## src/rtl/if_fetch_unit_if.sv

```systemverilog
// Instruction-memory request/acknowledge port shared by the fetch unit
// (master) and the instruction memory (slave).
interface if_fetch_unit_if #(
  parameter int ADDRESS_LEN = 32
);
  logic                   req;
  logic [ADDRESS_LEN-1:0] addr;
  logic                   ack;
  logic [ADDRESS_LEN-1:0] rdata;

  modport master (
    output req,
    output addr,
    input  ack,
    input  rdata
  );

  modport slave (
    input  req,
    input  addr,
    output ack,
    output rdata
  );
endinterface

```

## src/rtl/if_fetch_unit.sv

```systemverilog
// Instruction fetch front end. Owns the fetch PC, keeps one request in flight
// on the instruction-memory port, and presents {PC+4, instruction} to the IF
// stage register through a one-entry output buffer. A skid word absorbs a
// response that arrives while the buffer is frozen, and a redirect register
// remembers a branch target while an older request is still being drained.
module if_fetch_unit #(
  parameter int ADDRESS_LEN = 32
) (
  input  logic                   clk,
  input  logic                   rst,
  input  logic                   freeze,
  input  logic                   branch_taken,
  input  logic [ADDRESS_LEN-1:0] branch_addr,
  if_fetch_unit_if.master        imem,
  output logic [ADDRESS_LEN-1:0] pc_out,
  output logic [ADDRESS_LEN-1:0] instruction_out,
  output logic                   valid_out
);

  typedef enum logic [1:0] {
    S_REQ   = 2'd0,
    S_HOLD  = 2'd1,
    S_DRAIN = 2'd2
  } state_t;

  state_t                 state, state_n;
  logic [ADDRESS_LEN-1:0] fetch_pc, fetch_pc_n;
  logic [ADDRESS_LEN-1:0] redirect_pc, redirect_pc_n;
  logic [ADDRESS_LEN-1:0] skid_q, skid_n;
  logic [ADDRESS_LEN-1:0] inst_q, inst_n;
  logic [ADDRESS_LEN-1:0] pc_q, pc_n;
  logic                   valid_q, valid_n;

  logic                   consume;
  logic                   can_accept;
  logic                   load;
  logic [ADDRESS_LEN-1:0] load_word;
  logic [ADDRESS_LEN-1:0] target;
  logic [ADDRESS_LEN-1:0] pc_plus4;

  // The IF stage takes the buffered word on every unfrozen cycle, so the
  // buffer can take a new word when empty or when it is being drained now.
  assign consume    = valid_q & ~freeze;
  assign can_accept = ~valid_q | consume;
  assign target     = {branch_addr[ADDRESS_LEN-1:2], 2'b00};
  assign pc_plus4   = fetch_pc + ADDRESS_LEN'(4);

  // Memory port: the address is always the fetch PC (in DRAIN the fetch PC
  // still names the old request, the new target waits in redirect_pc).
  assign imem.req  = ~rst & (state != S_HOLD);
  assign imem.addr = fetch_pc;

  // An empty buffer presents a NOP with a zero PC.
  assign valid_out       = valid_q;
  assign pc_out          = valid_q ? pc_q : '0;
  assign instruction_out = valid_q ? inst_q : '0;

  // Next-state logic for the fetch FSM, fetch/redirect PCs and the skid word.
  always_comb begin
    state_n       = state;
    fetch_pc_n    = fetch_pc;
    redirect_pc_n = redirect_pc;
    skid_n        = skid_q;
    load          = 1'b0;
    load_word     = skid_q;
    case (state)
      S_REQ: begin
        if (imem.ack) begin
          if (branch_taken) begin
            fetch_pc_n = target;
          end else if (can_accept) begin
            load       = 1'b1;
            load_word  = imem.rdata;
            fetch_pc_n = pc_plus4;
          end else begin
            skid_n  = imem.rdata;
            state_n = S_HOLD;
          end
        end else if (branch_taken) begin
          redirect_pc_n = target;
          state_n       = S_DRAIN;
        end
      end
      S_HOLD: begin
        if (branch_taken) begin
          fetch_pc_n = target;
          state_n    = S_REQ;
        end else if (consume) begin
          load       = 1'b1;
          load_word  = skid_q;
          fetch_pc_n = pc_plus4;
          state_n    = S_REQ;
        end
      end
      S_DRAIN: begin
        if (branch_taken) begin
          redirect_pc_n = target;
        end
        if (imem.ack) begin
          fetch_pc_n = branch_taken ? target : redirect_pc;
          state_n    = S_REQ;
        end
      end
      default: begin
        state_n = S_REQ;
      end
    endcase
  end

  // Output buffer update: a load refills it, a consume empties it, and any
  // branch squashes it regardless of freeze.
  always_comb begin
    inst_n  = inst_q;
    pc_n    = pc_q;
    valid_n = valid_q & ~consume;
    if (load) begin
      inst_n  = load_word;
      pc_n    = pc_plus4;
      valid_n = 1'b1;
    end
    if (branch_taken) begin
      valid_n = 1'b0;
    end
  end

  // State registers; reset abandons any outstanding request and restarts at 0.
  always_ff @(posedge clk) begin
    if (rst) begin
      state       <= S_REQ;
      fetch_pc    <= '0;
      redirect_pc <= '0;
      skid_q      <= '0;
      inst_q      <= '0;
      pc_q        <= '0;
      valid_q     <= 1'b0;
    end else begin
      state       <= state_n;
      fetch_pc    <= fetch_pc_n;
      redirect_pc <= redirect_pc_n;
      skid_q      <= skid_n;
      inst_q      <= inst_n;
      pc_q        <= pc_n;
      valid_q     <= valid_n;
    end
  end

endmodule

```

## src/flat_wrapper.sv

```systemverilog
// flat-port wrapper written by rule: the top's interface ports become plain ports
module if_fetch_unit_flat 
#(
  parameter int ADDRESS_LEN = 32
)
  (clk, rst, freeze, branch_taken, branch_addr, pc_out, instruction_out, valid_out, imem_req, imem_addr, imem_ack, imem_rdata);
  if_fetch_unit_if #(.ADDRESS_LEN(ADDRESS_LEN)) imem_i ();
  input  logic clk;
  input  logic rst;
  input  logic freeze;
  input  logic branch_taken;
  input  logic [ADDRESS_LEN-1:0] branch_addr;
  output logic [ADDRESS_LEN-1:0] pc_out;
  output logic [ADDRESS_LEN-1:0] instruction_out;
  output logic valid_out;
  output wire logic [$bits(imem_i.req)-1:0] imem_req;
  output wire logic [$bits(imem_i.addr)-1:0] imem_addr;
  input wire logic [$bits(imem_i.ack)-1:0] imem_ack;
  input wire logic [$bits(imem_i.rdata)-1:0] imem_rdata;
  assign imem_req = imem_i.req;
  assign imem_addr = imem_i.addr;
  assign imem_i.ack = imem_ack;
  assign imem_i.rdata = imem_rdata;
  if_fetch_unit #(.ADDRESS_LEN(ADDRESS_LEN)) u_core (.clk(clk), .rst(rst), .freeze(freeze), .branch_taken(branch_taken), .branch_addr(branch_addr), .imem(imem_i), .pc_out(pc_out), .instruction_out(instruction_out), .valid_out(valid_out));
endmodule
```

## config.mk

```make
export PLATFORM = sky130hd
export DESIGN_NAME = if_fetch_unit_flat
export DESIGN_NICKNAME = d
export VERILOG_FILES = /design/src/rtl/if_fetch_unit_if.sv /design/src/rtl/if_fetch_unit.sv /design/src/flat_wrapper.sv
export SDC_FILE = /design/constraint.sdc
export NUM_CORES = 1
export LEC_CHECK = 0
export CORE_MARGIN = 5
export CORE_UTILIZATION = 32
export DETAILED_ROUTE_END_ITERATION = 12
export SYNTH_ARGS = -nofsm -noshare
export SYNTH_HDL_FRONTEND = slang
export SYNTH_SLANG_ARGS = --single-unit
```

## constraint.sdc

```tcl
create_clock -name clk -period 1.9 [get_ports clk]
set_input_delay 0.19 -clock clk [delete_from_list [all_inputs] [get_ports clk]]
set_output_delay 0.19 -clock clk [all_outputs]
set_load 0.01 [all_outputs]
```

; ---- After elaboration in Yosys (flattened, before gate mapping)
; Cells that the tools add are included.
[classes]
addsub = 1
eq_ne = 11
n_mux = 31
n_bitwise = 10
reduce_logical = 8
[op_table]
columns = op, count
row1 = 2-to-1 mux 32 bit, 14
row2 = case mux 32 bit (3 select lines), 1
row3 = case mux 32 bit (2 select lines), 1
row4 = adder 32 x 3 -> 32 bit (second input constant), 1
row5 = 2-to-1 mux 2 bit, 7
row6 = AND reduction 5 bit, 2
row7 = != test 3 bit (second input constant), 3
row8 = 2-to-1 mux 1 bit, 6
row9 = != test 2 bit (second input constant), 3
row10 = != test 3 x 2 -> 1 bit (second input constant), 2
row11 = NOT 1 bit, 6
row12 = case mux 2 bit (3 select lines), 1
row13 = AND reduction 4 bit, 1
row14 = bitwise AND 1 bit, 3
row15 = nonzero test 3 bit, 1
row16 = equality test 2 x 1 -> 1 bit (second input constant), 1
row17 = equality test 2 bit (second input constant), 1
row18 = logical NOT 2 bit, 1
row19 = != test 2 x 1 -> 1 bit (second input constant), 1
row20 = case mux 1 bit (2 select lines), 1
row21 = AND reduction 2 bit, 1
row22 = nonzero test 2 bit, 1
row23 = OR reduction 2 bit, 1
row24 = bitwise OR 1 bit, 1
[word_totals]
reg_bits = 163
inputBits = 69
word_cells = 68

; ---- Longest topological paths before layout
; Gate-level depths: netlist of the first run.
[depth]
ltp_word = 8
depth_mapped = 8
depth_no_buf = 6

; ---- Least setup slack after synthesis of the first run
; No wires, ideal clock.
[synth_path]
path_type = register -> register
from = register u_core.fetch_pc[21] (netlist: u_core.imem.addr[21])
to = register u_core.pc_q[29]
arrival_time_ns = 1.759
t_required_ns = 1.821
setup_slack_ns = 0.061
stages_incl_launch_ff = 6
path_buffers = 0
cell_sequence = dfxtp_1 -> and4_4 -> nand3_4 -> or4_4 -> xor2_1 -> a211oi_2
[synth_via]
elab_chain_cells = 1
[synth_lines]
columns = item, line
row1 = "start, declared", if_fetch_unit.sv:27  ; logic [ADDRESS_LEN-1:0] fetch_pc, fetch_pc_n;
row2 = "start signal, assigned", if_fetch_unit.sv:138  ; fetch_pc <= fetch_pc_n;
row3 = adder 32 x 3 -> 32 bit, if_fetch_unit.sv:46  ; assign pc_plus4 = fetch_pc + ADDRESS_LEN'(4);
row4 = "end signal, assigned", if_fetch_unit.sv:142  ; pc_q <= pc_n;
row5 = "end, declared", if_fetch_unit.sv:31  ; logic [ADDRESS_LEN-1:0] pc_q, pc_n;
; No other way between the ends.
; A chain may end at the register's enable or synchronous reset.

; ---- Worst setup path in the final report of the first run
[layout_path]
from = register u_core.valid_q (netlist: u_core.valid_out)
to = output valid_out
[layout_rtl]
columns = item, line
row1 = "start, declared", if_fetch_unit.sv:32  ; logic valid_q, valid_n;
row2 = "start signal, assigned", if_fetch_unit.sv:143  ; valid_q <= valid_n;
row3 = "end, declared", flat_wrapper.sv:15  ; output logic valid_out;
; No word-level cell between the ends.

==> flow_summary_export.csv, run 1 <==
group,metric,value,unit
clock_tree,cts_tree,"done",
floorplan,initial_core_util,0.323,
clock_tree,cts_root_buf,"clkbuf_16",
sta,hold_ws,0.0214,ns
layout,insertedDiodeCount,0,
critical_path,crit_path_end_kind,"output port",
sta,worst_slack,0.0754,ns
floorplan,die_height,167,µm
logic_synthesis,synth-seq-cells,163,
logic_synthesis,synthDistinctLibCells,60,
detailed_routing,drcViolationCount,0,
logic_synthesis,yosysTopAreaCell,"dfxtp_1",
layout,postLayoutCellArea,11000,µm²
global_route,globalRouteTotalUtil,0.168,
sta,final-hold-violation-count,0,
layout,drive_gt1_frac,0.125,
detailed_routing,wl,23.9,mm
detailed_routing,drtIter0Drc,598,
clock_tree,clock_latency,0.43,ns
pwr,power.leakage,4.38,nW
detailed_routing,vias_per_cell,4.99,
sta,finalSetupViolCount,0,
logic_synthesis,synth.top_cell.area_share,0.416,
place,pre_cts_ws,-0.0992,ns
logic_synthesis,synthTopCellsByArea,"dfxtp_1 42%, nand2_1 7.1%, a211oi_1 6.3%, a21oi_1 5.6%, and2_1 5.3%",
logic_synthesis,syn_avg_cell_area,8.16,µm²
place,port_buffers,164,
global_route,antenna_found_initial,0,
pwr,power.share.clock,0.413,
pwr,peakVddDrop,0.000601,V
critical_path,crit_chain,"buf_12 > buf_16 > clkdlybuf4s50_1",
place,place_area,10300,µm²
layout,final_cell_count_no_fill,1476,
layout,fill_cells,2395,
detailed_routing,dr.pass1.iters,7,
floorplan,dieArea,27700,µm²
critical_path,critical_path.max_fanout,20,
run_status,status,"finished clean",
critical_path,crit_path_start_kind,"flop",
pwr,p_seq_frac,0.445,
pwr,intPower,5.91,mW
clock_tree,h-tree-depth,4,
clock_tree,clk_pin_slew,0.07,ns
critical_path,critical_path.max_stage_delay,0.54,ns
layout,layout.nets,1209,
critical_path,path_buf_inv,3,
critical_path,worst_ep_required_time,1.71,ns
critical_path,slowest_stage,"clkdlybuf4s50_1",
pwr,cellPowerDensity,751,nW/µm²
logic_synthesis,synthCells,961,
sta,fin_crit_sh,0.960,
layout,syn_to_final_growth,40.1,%
floorplan,boundaryPins,167,
layout,utilization,0.453,
place,dp_hpwl,17.0,mm
pwr,power,8.25,mW
sta,tns,0,ns
logic_synthesis,synth_edf_count,0,
critical_path,critPathTopFamily,"buffers and inverters",
logic_synthesis,syn_area,7840,µm²
place,gp_congestion,0.854,
flow_run,drv_cap,0,
detailed_routing,via_count,7362,
logic_synthesis,ys_seq_area_frac,0.416,
sta,final_max_slew_viol_count,0,
global_route,grt_overflow_total,0,
logic_synthesis,async_flop_share,0,
critical_path,crit_arrival,1.63,ns
sta,tightest_slew,0.475,ns
floorplan,die_w,167,µm
logic_synthesis,mappedNetlistNets,1031,
critical_path,criticalPathCategory,"flop to output port",
place,dp_cells,1439,
sta,fmax,0.548,GHz
clock_tree,clock_path_buffers,2,
detailed_routing,wl_per_cell,16.2,µm
logic_synthesis,ys.flop_type,"dfxtp_1",
min_path,hold_path_class,"input pin to flop",
floorplan,core,24200,µm²
detailed_routing,drtAntennaViolNets,0,
clock_tree,cts_sinks,163,
global_route,grt_pass1_vias,6809,
sta,fin_skew,0.0150,ns
floorplan,std_cell_rows,57,
clock_tree,numCtsBuffers,17,
sta,maxSlewHeadroom,0.683,
logic_synthesis,yosys_warnings,0,
sta,post-route-min-period,1.82,ns
pwr,switching_power,2.34,mW
global_route,grt_max_degree,65,
global_route,grt_pass1_wl,38.0,mm
pwr,pwr-share-comb,0.142,
pwr,switching_share,0.284,
-- power groups by stage --
stage               registers, mW  logic, mW  clock network, mW
finish                       3.67       1.17               3.41
global route                 3.69       1.27               3.67
CTS                          3.67       1.17               3.49
detailed placement           3.75       1.16                  0
global placement             3.74       1.15                  0
floorplan                    3.77      0.564                  0
-- worst paths after layout --
path | startpoint | slack [ns] | to | cells past startpoint
worst max-delay path | u_core.valid_out | 0.08 | valid_out | 3
worst min-delay path | rst | 0.02 | u_core.redirect_pc[31] | 2
worst max register to register | u_core.valid_out | 0.12 | u_core.imem.addr[8] | 8
worst min register to register | u_core.pc_q[1] | 0.45 | u_core.pc_q[1] | 2
-- layout by cell type, fill, tap and decap left out, drive strengths merged, types with 5 or more instances in the layout --
cell and count:
a211oi 67, a21oi 88, a221o 5, a222oi 6, a22o 8, a22oi 5, a2bb2oi 5, and2 67
and3 5, and4 7, buf 83, clkbuf 17, clkdlybuf4s50 97, clkinv 7, dfxtp 163, dlygate4sd2 57
dlymetal6s2s 8, inv 11, mux2i 37, nand2 149, nand2b 6, nand3 14, nand4 11, nor2 89
nor3 18, nor3b 5, nor4 11, o21ai 36, xnor2 20, xor2 5
-- cell families (layout without fill, tap and decap cells) --
| logic type | after synthesis | in the layout | synth area share |
|---|---|---|---|
| DFF | 163 | 163 | 0.416 |
| buffers and inverters | 91 | 282 | 0.0482 |
| muxes | 37 | 37 | 0.0472 |
| xor gates and xnor gates | 25 | 25 | 0.0279 |
| and+or+nand+nor | 399 | 399 | 0.256 |
| adders and majority gates | 1 | 1 | 0.00160 |
| AOI/OAI and AO/OA | 245 | 245 | 0.203 |
-- final cells by class --
type / count / area, µm² / share of cell area
multi-input cells: 707 / 4260 / 0.388
clock buffers: 17 / 425 / 0.0387
clock inverters: 15 / 164 / 0.0149
repair buffers: 245 / 2440 / 0.222
inverters: 5 / 18.8 / 0.00171
flip-flops and latches: 163 / 3270 / 0.298
well taps: 324 / 405 / 0.0369
-- worst reg2reg max path, stage by stage, from the launching register on --
cell and delay, ns:
dfxtp_4 0.39, buf_4 0.15, and2_1 0.14, buf_4 0.15, a221oi_4 0.32, buf_4 0.22, o21ai_0 0.10, a2bb2oi_1 0.16
nor2_1 0.05
-- Yosys cell counts, drive strengths merged (2+ instances only) --
cell type	instances
dfxtp	163
nand2	149
nor2	89
a21oi	88
a211oi	67
and2	67
clkbuf	65
mux2i	37
o21ai	36
buf	21
xnor2	20
nor3	18
nand3	14
nand4	11
nor4	11
a22o	8
and4	7
a222oi	6
nand2b	6
a221o	5
a22oi	5
a2bb2oi	5
and3	5
inv	5
nor3b	5
xor2	5
a221oi	4
o22ai	4
or3	4
a311oi	3
nand3b	3
nand4b	3
a21bo	2
a21o	2
a31oi	2
nor2b	2
o32ai	2
o41ai	2
-- sequential cells by signal, indices dropped and copies added (netlist names) --
| signal | count |
|---|---|
| u_core.imem.addr | 32 |
| u_core.pc_q | 32 |
| u_core.valid_out | 1 |
| u_core.state | 2 |
| u_core.inst_q | 32 |
| u_core.skid_q | 32 |
| u_core.redirect_pc | 32 |
-- timing repair --
action / in CTS / in global routing
gates resized for setup: 66 / 20
setup endpoints to repair: 66 / 31
pin swaps: 0 / 2
setup buffers: 2 / 2
gates cloned: 1 / 0
hold buffers: 0 / 0
-- layer usage --
metal  global-route usage  part of all wire  vias up
li1                     -                 -     3748
met1                0.243              0.49     3385
met2                0.257              0.45      208
met3               0.0325             0.052       21
met4               0.0420             0.012        0
met5                    0                 0        -
(Power assumes the default switching activity.)
==> run 2: changes to the inputs <==
--- a/config.mk
+++ b/config.mk
@@ -5,9 +5,11 @@
 export SDC_FILE = /design/constraint.sdc
 export NUM_CORES = 1
 export LEC_CHECK = 0
+export CAP_MARGIN = 10
 export CORE_MARGIN = 5
 export CORE_UTILIZATION = 32
 export DETAILED_ROUTE_END_ITERATION = 12
 export SYNTH_ARGS = -nofsm -noshare
 export SYNTH_HDL_FRONTEND = slang
 export SYNTH_SLANG_ARGS = --single-unit
+export TNS_END_PERCENT = 10
==> run 2 against run 1 <==
Effect of this change: hold slack worse by 0.0021 ns; final cell count down 0.27%; sequential share of layout area up 0.22 points; sequential cell count unchanged; combinational power about the same; global-route usage down 0.12 points; wire length down 1.1%; critical path type is now flop to flop.
==> flow_summary_export.csv, run 2 (same netlist as run 1, synthesis figures left out) <==
group,metric,value,unit
run_status,status,"finished clean",
floorplan,die_height,167,µm
global_route,met2_usage,0.254,
global_route,antenna_found_initial,0,
clock_tree,cts_sinks,163,
detailed_routing,drtAntennaViolNets,0,
floorplan,std_cell_rows,57,
detailed_routing,drcViolationCount,0,
clock_tree,hold_buffers,0,
global_route,grt_pass1_vias,6779,
pwr,peakVddDrop,0.000596,V
flow_run,drv_cap,0,
floorplan,core,24200,µm²
floorplan,boundaryPins,167,
place,port_buffers,164,
layout,insertedDiodeCount,0,
sta,worst_slack,0.0914,ns
global_route,grt_max_degree,65,
global_route,grt_pass1_wl,37.8,mm
detailed_routing,drtIter0Drc,573,
pwr,power.leakage,4.37,nW
critical_path,criticalPathCategory,"flop to flop",
detailed_routing,dr.pass1.iters,12,
layout,drive_gt1_frac,0.121,
layout,final_cell_mix,"161 x dfxtp_1, 148 x nand2_1, 97 x clkdlybuf4s50_1",
clock_tree,cts_root_buf,"clkbuf_16",
pwr,cellPowerDensity,754,nW/µm²
sta,tightest_slew,0.468,ns
place,pre_cts_ws,-0.0992,ns
critical_path,rr_worst_depth,7,
floorplan,die_w,167,µm
global_route,grt_use_met3,0.0325,
place,gp_congestion,0.854,
pwr,power,8.22,mW
global_route,globalRouteTotalUtil,0.166,
sta,fmax,0.553,GHz
clock_tree,numCtsBuffers,17,
sta,fin_skew,0.0159,ns
sta,maxSlewHeadroom,0.688,
global_route,top_usage_layer,"met2",
min_path,hold_path_class,"input pin to flop",
detailed_routing,vias_per_cell,4.97,
critical_path,worst_ep_required_time,2.27,ns
detailed_routing,via_count,7310,
sta,tns,0,ns
clock_tree,clock_path_buffers,2,
critical_path,crit_path_start_kind,"flop",
critical_path,critical_path.max_fanout,18,
place,dp_cells,1439,
sta,fin_crit_sh,0.952,
min_path,min_path_cells,2,
critical_path,crit_path_end_kind,"flop",
sta,final-hold-violation-count,0,
sta,grt_setup_unrepaired,"yes",
layout,layout_commonest_cell,"dfxtp_1",
floorplan,dieArea,27700,µm²
sta,finalSetupViolCount,0,
layout,layout.nets,1205,
clock_tree,h-tree-depth,4,
clock_tree,clock_latency,0.43,ns
detailed_routing,wl,23.7,mm
clock_tree,clk_pin_slew,0.07,ns
layout,final_cell_count_no_fill,1472,
place,dp_hpwl,17.0,mm
layout,syn_to_final_growth,39.0,%
detailed_routing,wl_per_cell,16.1,µm
critical_path,crit_arrival,2.18,ns
clock_tree,cts_tree,"done",
floorplan,initial_core_util,0.323,
sta,final_max_slew_viol_count,0,
global_route,use_met1,0.242,
global_route,grt_overflow_total,0,
sta,post-route-min-period,1.81,ns
## run 2: area by class of cell
| type | count | area [µm²] |
|---|---|---|
| fillers | 2404 | 13300 |
| inverters | 5 | 18.8 |
| well taps | 324 | 405 |
| clock buffers | 17 | 425 |
| repair buffers | 241 | 2380 |
| flip-flops and latches | 163 | 3270 |
| multi-input cells | 707 | 4240 |
| clock inverters | 15 | 164 |
## run 2: critical path, cell delays in order (launching register included)
cell and delay [ns]:
dfxtp_1 0.41, buf_4 0.18, nor3b_2 0.30, buf_12 0.20, a22oi_1 0.13, or2_2 0.32
o31ai_1 0.07, a22o_1 0.16
## run 2: layer usage
metal	wire length (µm)	part of all wire	vias up
met3	1180	0.050	20
li1	-	-	3741
met5	0	0	-
met1	11700	0.49	3350
met4	255	0.011	0
met2	10600	0.45	199
## run 2: path summary, 6_finish.rpt
kind | start | endpoint | slack [ns]
worst max-delay path | u_core.state[0] | u_core.imem.addr[29] | 0.09
worst min-delay path | rst | u_core.redirect_pc[31] | 0.02
worst max register to register | u_core.state[0] | u_core.imem.addr[29] | 0.09
worst min register to register | u_core.pc_q[1] | u_core.pc_q[1] | 0.45
## run 2: repair_timing
action,CTS,global route
resized for setup,64,17
pin swaps,0,1
endpoints found under the setup margin,66,28
gates cloned,0,0
setup buffers,0,1
## run 2: where the power goes
part	switching, mW	total (mW)	internal (mW)
registers	0.0881	3.67	3.58
logic	0.596	1.15	0.558
clock network	1.64	3.40	1.76
total	2.33	8.22	5.90
## run 2: metrics by stage
step	utilization	hold slack, ns	cell area (µm²)
final	0.450	0.0193	10900
after CTS	0.447	0.00930	10800
after floorplan	-	0.269	7840
after global placement	0.425	0.441	10300
after detailed placement	0.425	0.443	10300
after global routing	0.450	0.0213	10900
==> run 3: changes to the inputs <==
--- a/config.mk
+++ b/config.mk
@@ -8,6 +8,8 @@
 export CAP_MARGIN = 10
 export CORE_MARGIN = 5
 export CORE_UTILIZATION = 32
+export CTS_BUF_LIST = sky130_fd_sc_hd__clkbuf_4
+export CTS_CLUSTER_SIZE = 12
 export DETAILED_ROUTE_END_ITERATION = 12
 export SYNTH_ARGS = -nofsm -noshare
 export SYNTH_HDL_FRONTEND = slang
==> run 3 against run 2 <==
Effect of this change: hold slack better by 0.15 ns; clock skew is 0.011 ns higher; clock power is 39% lower; die area stayed put; register-to-register slack worse by 0.03 ns; design area is 2.3% lower; non-clock buffer count is 5 higher; sequential cell count stayed put; highest routed layer unchanged.
==> flow_summary_export.csv, run 3 (same netlist as run 1, synthesis figures left out) <==
group,metric,value,unit
global_route,antenna_found_initial,1,
pwr,power.leakage,4.30,nW
pwr,p_seq_frac,0.531,
layout,final_cell_mix,"150 x dfxtp_1, 148 x nand2_1, 88 x a21oi_1, 88 x nor2_1, 75 x clkdlybuf4s50_1",
place,port_buffers,164,
floorplan,die_height,167,µm
sta,fmax,0.543,GHz
floorplan,dieArea,27700,µm²
place,gp_congestion,0.854,
detailed_routing,vias_per_cell,5.01,
floorplan,core,24200,µm²
pwr,power.share.clock,0.302,
layout,postLayoutCellArea,10600,µm²
layout,syn_to_final_growth,35.8,%
clock_tree,cts_tree,"done",
floorplan,boundaryPins,167,
critical_path,crit_path_start_kind,"flop",
clock_tree,clk_pin_slew,0.16,ns
floorplan,initial_core_util,0.323,
floorplan,die_w,167,µm
clock_tree,h-tree-depth,4,
global_route,grt_max_degree,65,
floorplan,std_cell_rows,57,
detailed_routing,drtIter0Drc,566,
pwr,switching_power,2.18,mW
sta,maxSlewHeadroom,0.686,
critical_path,critPathTopFamily,"compound AO/OA/AOI/OAI gates",
detailed_routing,wl_per_cell,16.3,µm
critical_path,path_buf_inv,3,
critical_path,worst_ep_required_time,2.41,ns
global_route,grt_overflow_total,0,
detailed_routing,drtAntennaViolNets,0,
critical_path,crit_path_frequent_cell,"buf_4",
pwr,intPower,4.75,mW
sta,tns,0,ns
sta,post-route-min-period,1.84,ns
place,dp_hpwl,17.0,mm
critical_path,slowest_stage,"dfxtp_4",
critical_path,crit_chain,"buf_4 > and2_1 > buf_4 > a221oi_4 > buf_2 > o21ai_0 > o22ai_1",
global_route,grt_pass1_vias,6823,
pwr,pwr-share-comb,0.168,
sta,tightest_slew,0.471,ns
layout,drive_gt1_frac,0.155,
run_status,status,"finished clean",
critical_path,crit_arrival,2.35,ns
flow_run,drv_cap,0,
place,place_area,10300,µm²
sta,finalSetupViolCount,0,
critical_path,criticalPathCategory,"flop to flop",
clock_tree,numCtsBuffers,17,
clock_tree,clock_path_buffers,2,
sta,grt_setup_unrepaired,"yes",
critical_path,critical_path.max_fanout,10,
global_route,globalRouteTotalUtil,0.167,
critical_path,critical_path.max_stage_delay,0.41,ns
pwr,peakVddDrop,0.000335,V
clock_tree,clock_latency,0.58,ns
pwr,cellPowerDensity,650,nW/µm²
layout,layout_commonest_cell,"dfxtp_1",
detailed_routing,dr.pass1.iters,6,
clock_tree,cts_sinks,163,
min_path,hold_path_class,"input pin to flop",
global_route,grt_pass1_wl,37.9,mm
detailed_routing,via_count,7403,
sta,final_max_slew_viol_count,0,
clock_tree,cts_root_buf,"clkbuf_4",
sta,final-hold-violation-count,0,
pwr,switching_share,0.315,
critical_path,crit_path_end_kind,"flop",
detailed_routing,wl,24.0,mm
sta,fin_crit_sh,0.969,
detailed_routing,drcViolationCount,0,
sta,fin_skew,0.0266,ns
layout,layout.nets,1210,
-- run 3: cell types whose count changed in the layout (fill, tap and decap cells not counted), sizes merged --
cell | before | now
dlymetal6s2s | 9 | 16
dlygate4sd3 | 0 | 1
buf | 79 | 83
dlygate4sd2 | 56 | 31
clkdlybuf4s15 | 0 | 17
diode | 0 | 1
clkdlybuf4s50 | 97 | 75
clkbuf | 17 | 40
-- run 3: path summary, 6_finish.rpt --
path,start,endpoint,slack (ns),depth (start not counted)
max reg2reg,u_core.valid_out,u_core.imem.addr[31],0.06,7
min reg2reg,u_core.pc_q[1],u_core.pc_q[1],0.46,2
max,u_core.valid_out,u_core.imem.addr[31],0.06,7
min,imem_rdata[23],u_core.skid_q[23],0.17,3
-- run 3: worst reg2reg max path: stages (launching register included) --
cell and delay, ns:
dfxtp_4 0.41, buf_4 0.15, and2_1 0.14, buf_4 0.15, a221oi_4 0.37, buf_2 0.30, o21ai_0 0.11, o22ai_1 0.16
-- run 3: power groups by stage --
stage	combinational (mW)	sequential [mW]	clock [mW]
6_report	1.16	3.67	2.09
5_1_grt	1.27	3.70	2.33
4_1_cts	1.16	3.67	2.17
3_5_place_dp	1.16	3.75	0
3_3_place_gp	1.15	3.74	0
2_1_floorplan	0.564	3.77	0
-- run 3: routing by layer --
layer | up-vias | GRT usage | share of wire
met3 | 18 | 0.0325 | 0.052
met2 | 205 | 0.255 | 0.45
met5 | - | 0 | 0
li1 | 3754 | - | -
met4 | 0 | 0.0413 | 0.012
met1 | 3426 | 0.243 | 0.49
-- run 3: final cells by class --
cell class                      instances  area, µm²
Fill cell                            2434      13600
Multi-Input combinational cell        707       4260
Sequential cell                       163       3280
Timing Repair Buffer                  246       2390
Tap cell                              324        405
Clock inverter                         15        164
Clock buffer                           17        128
Inverter                                5       18.8
Antenna cell                            1       2.50
-- run 3: timing repair --
| item | in CTS | in global routing |
|---|---|---|
| pin swaps | 0 | 6 |
| hold buffers | 1 | 0 |
| resized for setup | 105 | 80 |
| setup buffers | 2 | 1 |
| hold endpoints to repair | 3 | 0 |
| cloned | 1 | 1 |
| setup endpoints to repair | 75 | 85 |
-- run 3: metrics by stage --
step           hold slack [ns]  utilization  worst slack, ns  power [mW]  cells
2_1_floorplan            0.269            -           0.0614        4.33    961
3_3_place_gp             0.441        0.425          -0.0825        4.89   1439
3_5_place_dp             0.443        0.425          -0.0992        4.91   1439
4_1_cts                  0.110        0.438          0.00488        7.01   1475
5_1_grt                 0.0977        0.439          -0.0248        7.30   1478
6_report                 0.168        0.439           0.0588        6.93   1478
==> edit: new RTL, settings of run 3 <==
Encoding of `state_t`: now one-hot (3 bits for 3 states).
--- a/src/rtl/if_fetch_unit.sv
+++ b/src/rtl/if_fetch_unit.sv
@@ -17,10 +17,10 @@
   output logic                   valid_out
 );
 
-  typedef enum logic [1:0] {
-    S_REQ   = 2'd0,
-    S_HOLD  = 2'd1,
-    S_DRAIN = 2'd2
+  typedef enum logic [2:0] {
+    S_REQ   = 3'b001,
+    S_HOLD  = 3'b010,
+    S_DRAIN = 3'b100
   } state_t;
 
   state_t                 state, state_n;
Behaviour: no difference found for any inputs over 4 cycles, from zero or initial values and one cycle with rst high; so few cycles prove little.
==> edit against run 3 <==
- area after synthesis grew 4.4%
- routed wire length up 16%
- worst hold slack worse by 54 ps
- sequential cell count up 1
- clock skew up 5.0 ps
- final area increased by 7.4%
- global-route usage is 1.4 points higher
- critical path depth shrank 1
- setup slack worse by 10 ps
- highest routed layer unchanged
Power is not compared: it rests on default switching activity, and its combinational part moved more than twofold at a synthesized area within 25%.
==> edit: results (changes against run 3) <==
{| class="wikitable"
! Metric !! Value
|-
| Tightest Pin Transition || 437 ps (-34.1 ps)
|-
| Library cell contributing the largest single delay on the critical path || sky130_fd_sc_hd__dfxtp_2
|-
| Routability-driven placement congestion ratio || 0.886 (+3.8%)
|-
| Fin nets || 1341 (+11%)
|-
| Max Fanout on Critical Path || 4 (-6)
|-
| Number of nets produced by synthesis || 1123 (+8.9%)
|-
| First-pass GRT wire length || 42200 um (+11%)
|-
| Post CTS Setup Buffer Count || 7 (+5)
|-
| Layout cells sized above 1 || 0.237 (+0.0815)
|-
| Final hold slack || 113 ps (-54.4 ps)
|-
| Area fraction in compound gates after synthesis || 0.209 (+0.00637)
|-
| Starting DRT DRC Count || 571 (+0.88%)
|-
| DRT Wirelength || 27800 um (+16%)
|-
| HPWL Detailed || 18700 um (+10%)
|-
| Crit-path leading delay family || simple AND/OR/NAND/NOR gates
|-
| Global-route total usage across every layer || 0.181 (+0.0140)
|-
| Status || complete, no violations
|-
| Setup skew after layout || 31.6 ps (+4.96 ps)
|-
| Most area-consuming cells after synthesis || sky130_fd_sc_hd__dfxtp_1 (40%), sky130_fd_sc_hd__nand2_1 (9.4%), sky130_fd_sc_hd__a21oi_1 (6.4%)
|-
| Fraction of the yosys area taken by sequential cells || 0.401 (-0.0149)
|-
| Share of the synthesized netlist area taken by xor and xnor gates || 0.0289 (+0.000975)
|-
| Top cells by instance count after synthesis || sky130_fd_sc_hd__nand2_1 (205), sky130_fd_sc_hd__dfxtp_1 (164), sky130_fd_sc_hd__a21oi_1 (105)
|-
| Mean instance size in the synthesized netlist || 7.77 sq um (-4.8%)
|-
| Ratio of routed vias to standard cells || 5.15 (+2.8%)
|-
| Placed inst area || 10800 sq um (+4.8%)
|-
| Setup WS pre-CTS || -318 ps (-219 ps)
|-
| Number of global-route vias before repair || 7789 (+14%)
|-
| Pin count of the biggest net entering global routing || 71 (+9.2%)
|-
| Dpl cells || 1553 (+7.9%)
|}
-- edit: cell count changes after synthesis, moves of 8 or more --
| cell | change |
|---|---|
| sky130_fd_sc_hd__nand2_1 | +56 |
| sky130_fd_sc_hd__mux2i_1 | -36 |
| sky130_fd_sc_hd__a211oi_1 | -34 |
| sky130_fd_sc_hd__nand3_1 | +32 |
| sky130_fd_sc_hd__a311oi_1 | +29 |
| sky130_fd_sc_hd__a21oi_1 | +17 |
| sky130_fd_sc_hd__buf_2 | +16 |
| sky130_fd_sc_hd__nor2b_1 | +11 |
| sky130_fd_sc_hd__clkbuf_1 | -9 |
| sky130_fd_sc_hd__o31a_1 | +9 |
| sky130_fd_sc_hd__o32ai_1 | +9 |
| sky130_fd_sc_hd__a22o_1 | -8 |
| sky130_fd_sc_hd__nor3_1 | -8 |
-- edit: final cells by class --
cell class	count	area [sq um]
multi-input cells	787	4650
repair buffers	292	2690
fillers	2496	13700
clock buffers	17	128
inverters	9	33.8
flip-flops and latches	164	3330
diodes	2	5.00
clock inverters	15	176
well taps	330	413
-- edit: power groups by stage --
stage	registers, mW	logic (mW)	clock network, mW
3_5_place_dp	4.14	2.72	0
6_report	4.10	3.05	2.18
3_3_place_gp	4.13	2.70	0
5_1_grt	4.15	3.32	2.37
4_1_cts	4.08	2.76	2.25
2_1_floorplan	4.14	1.45	0
-- edit: metal layers --
metal,track usage,wire length (um)
met1,0.250,12800
met2,0.287,13000
met3,0.0337,1350
met4,0.0580,633
met5,0,0
-- edit: path summary, 6_finish.rpt --
kind | endpoint
worst max-delay path | u_core.imem.addr[20]
worst min-delay path | u_core.redirect_pc[30]
worst max register to register | u_core.imem.addr[20]
worst min register to register | u_core.redirect_pc[30]
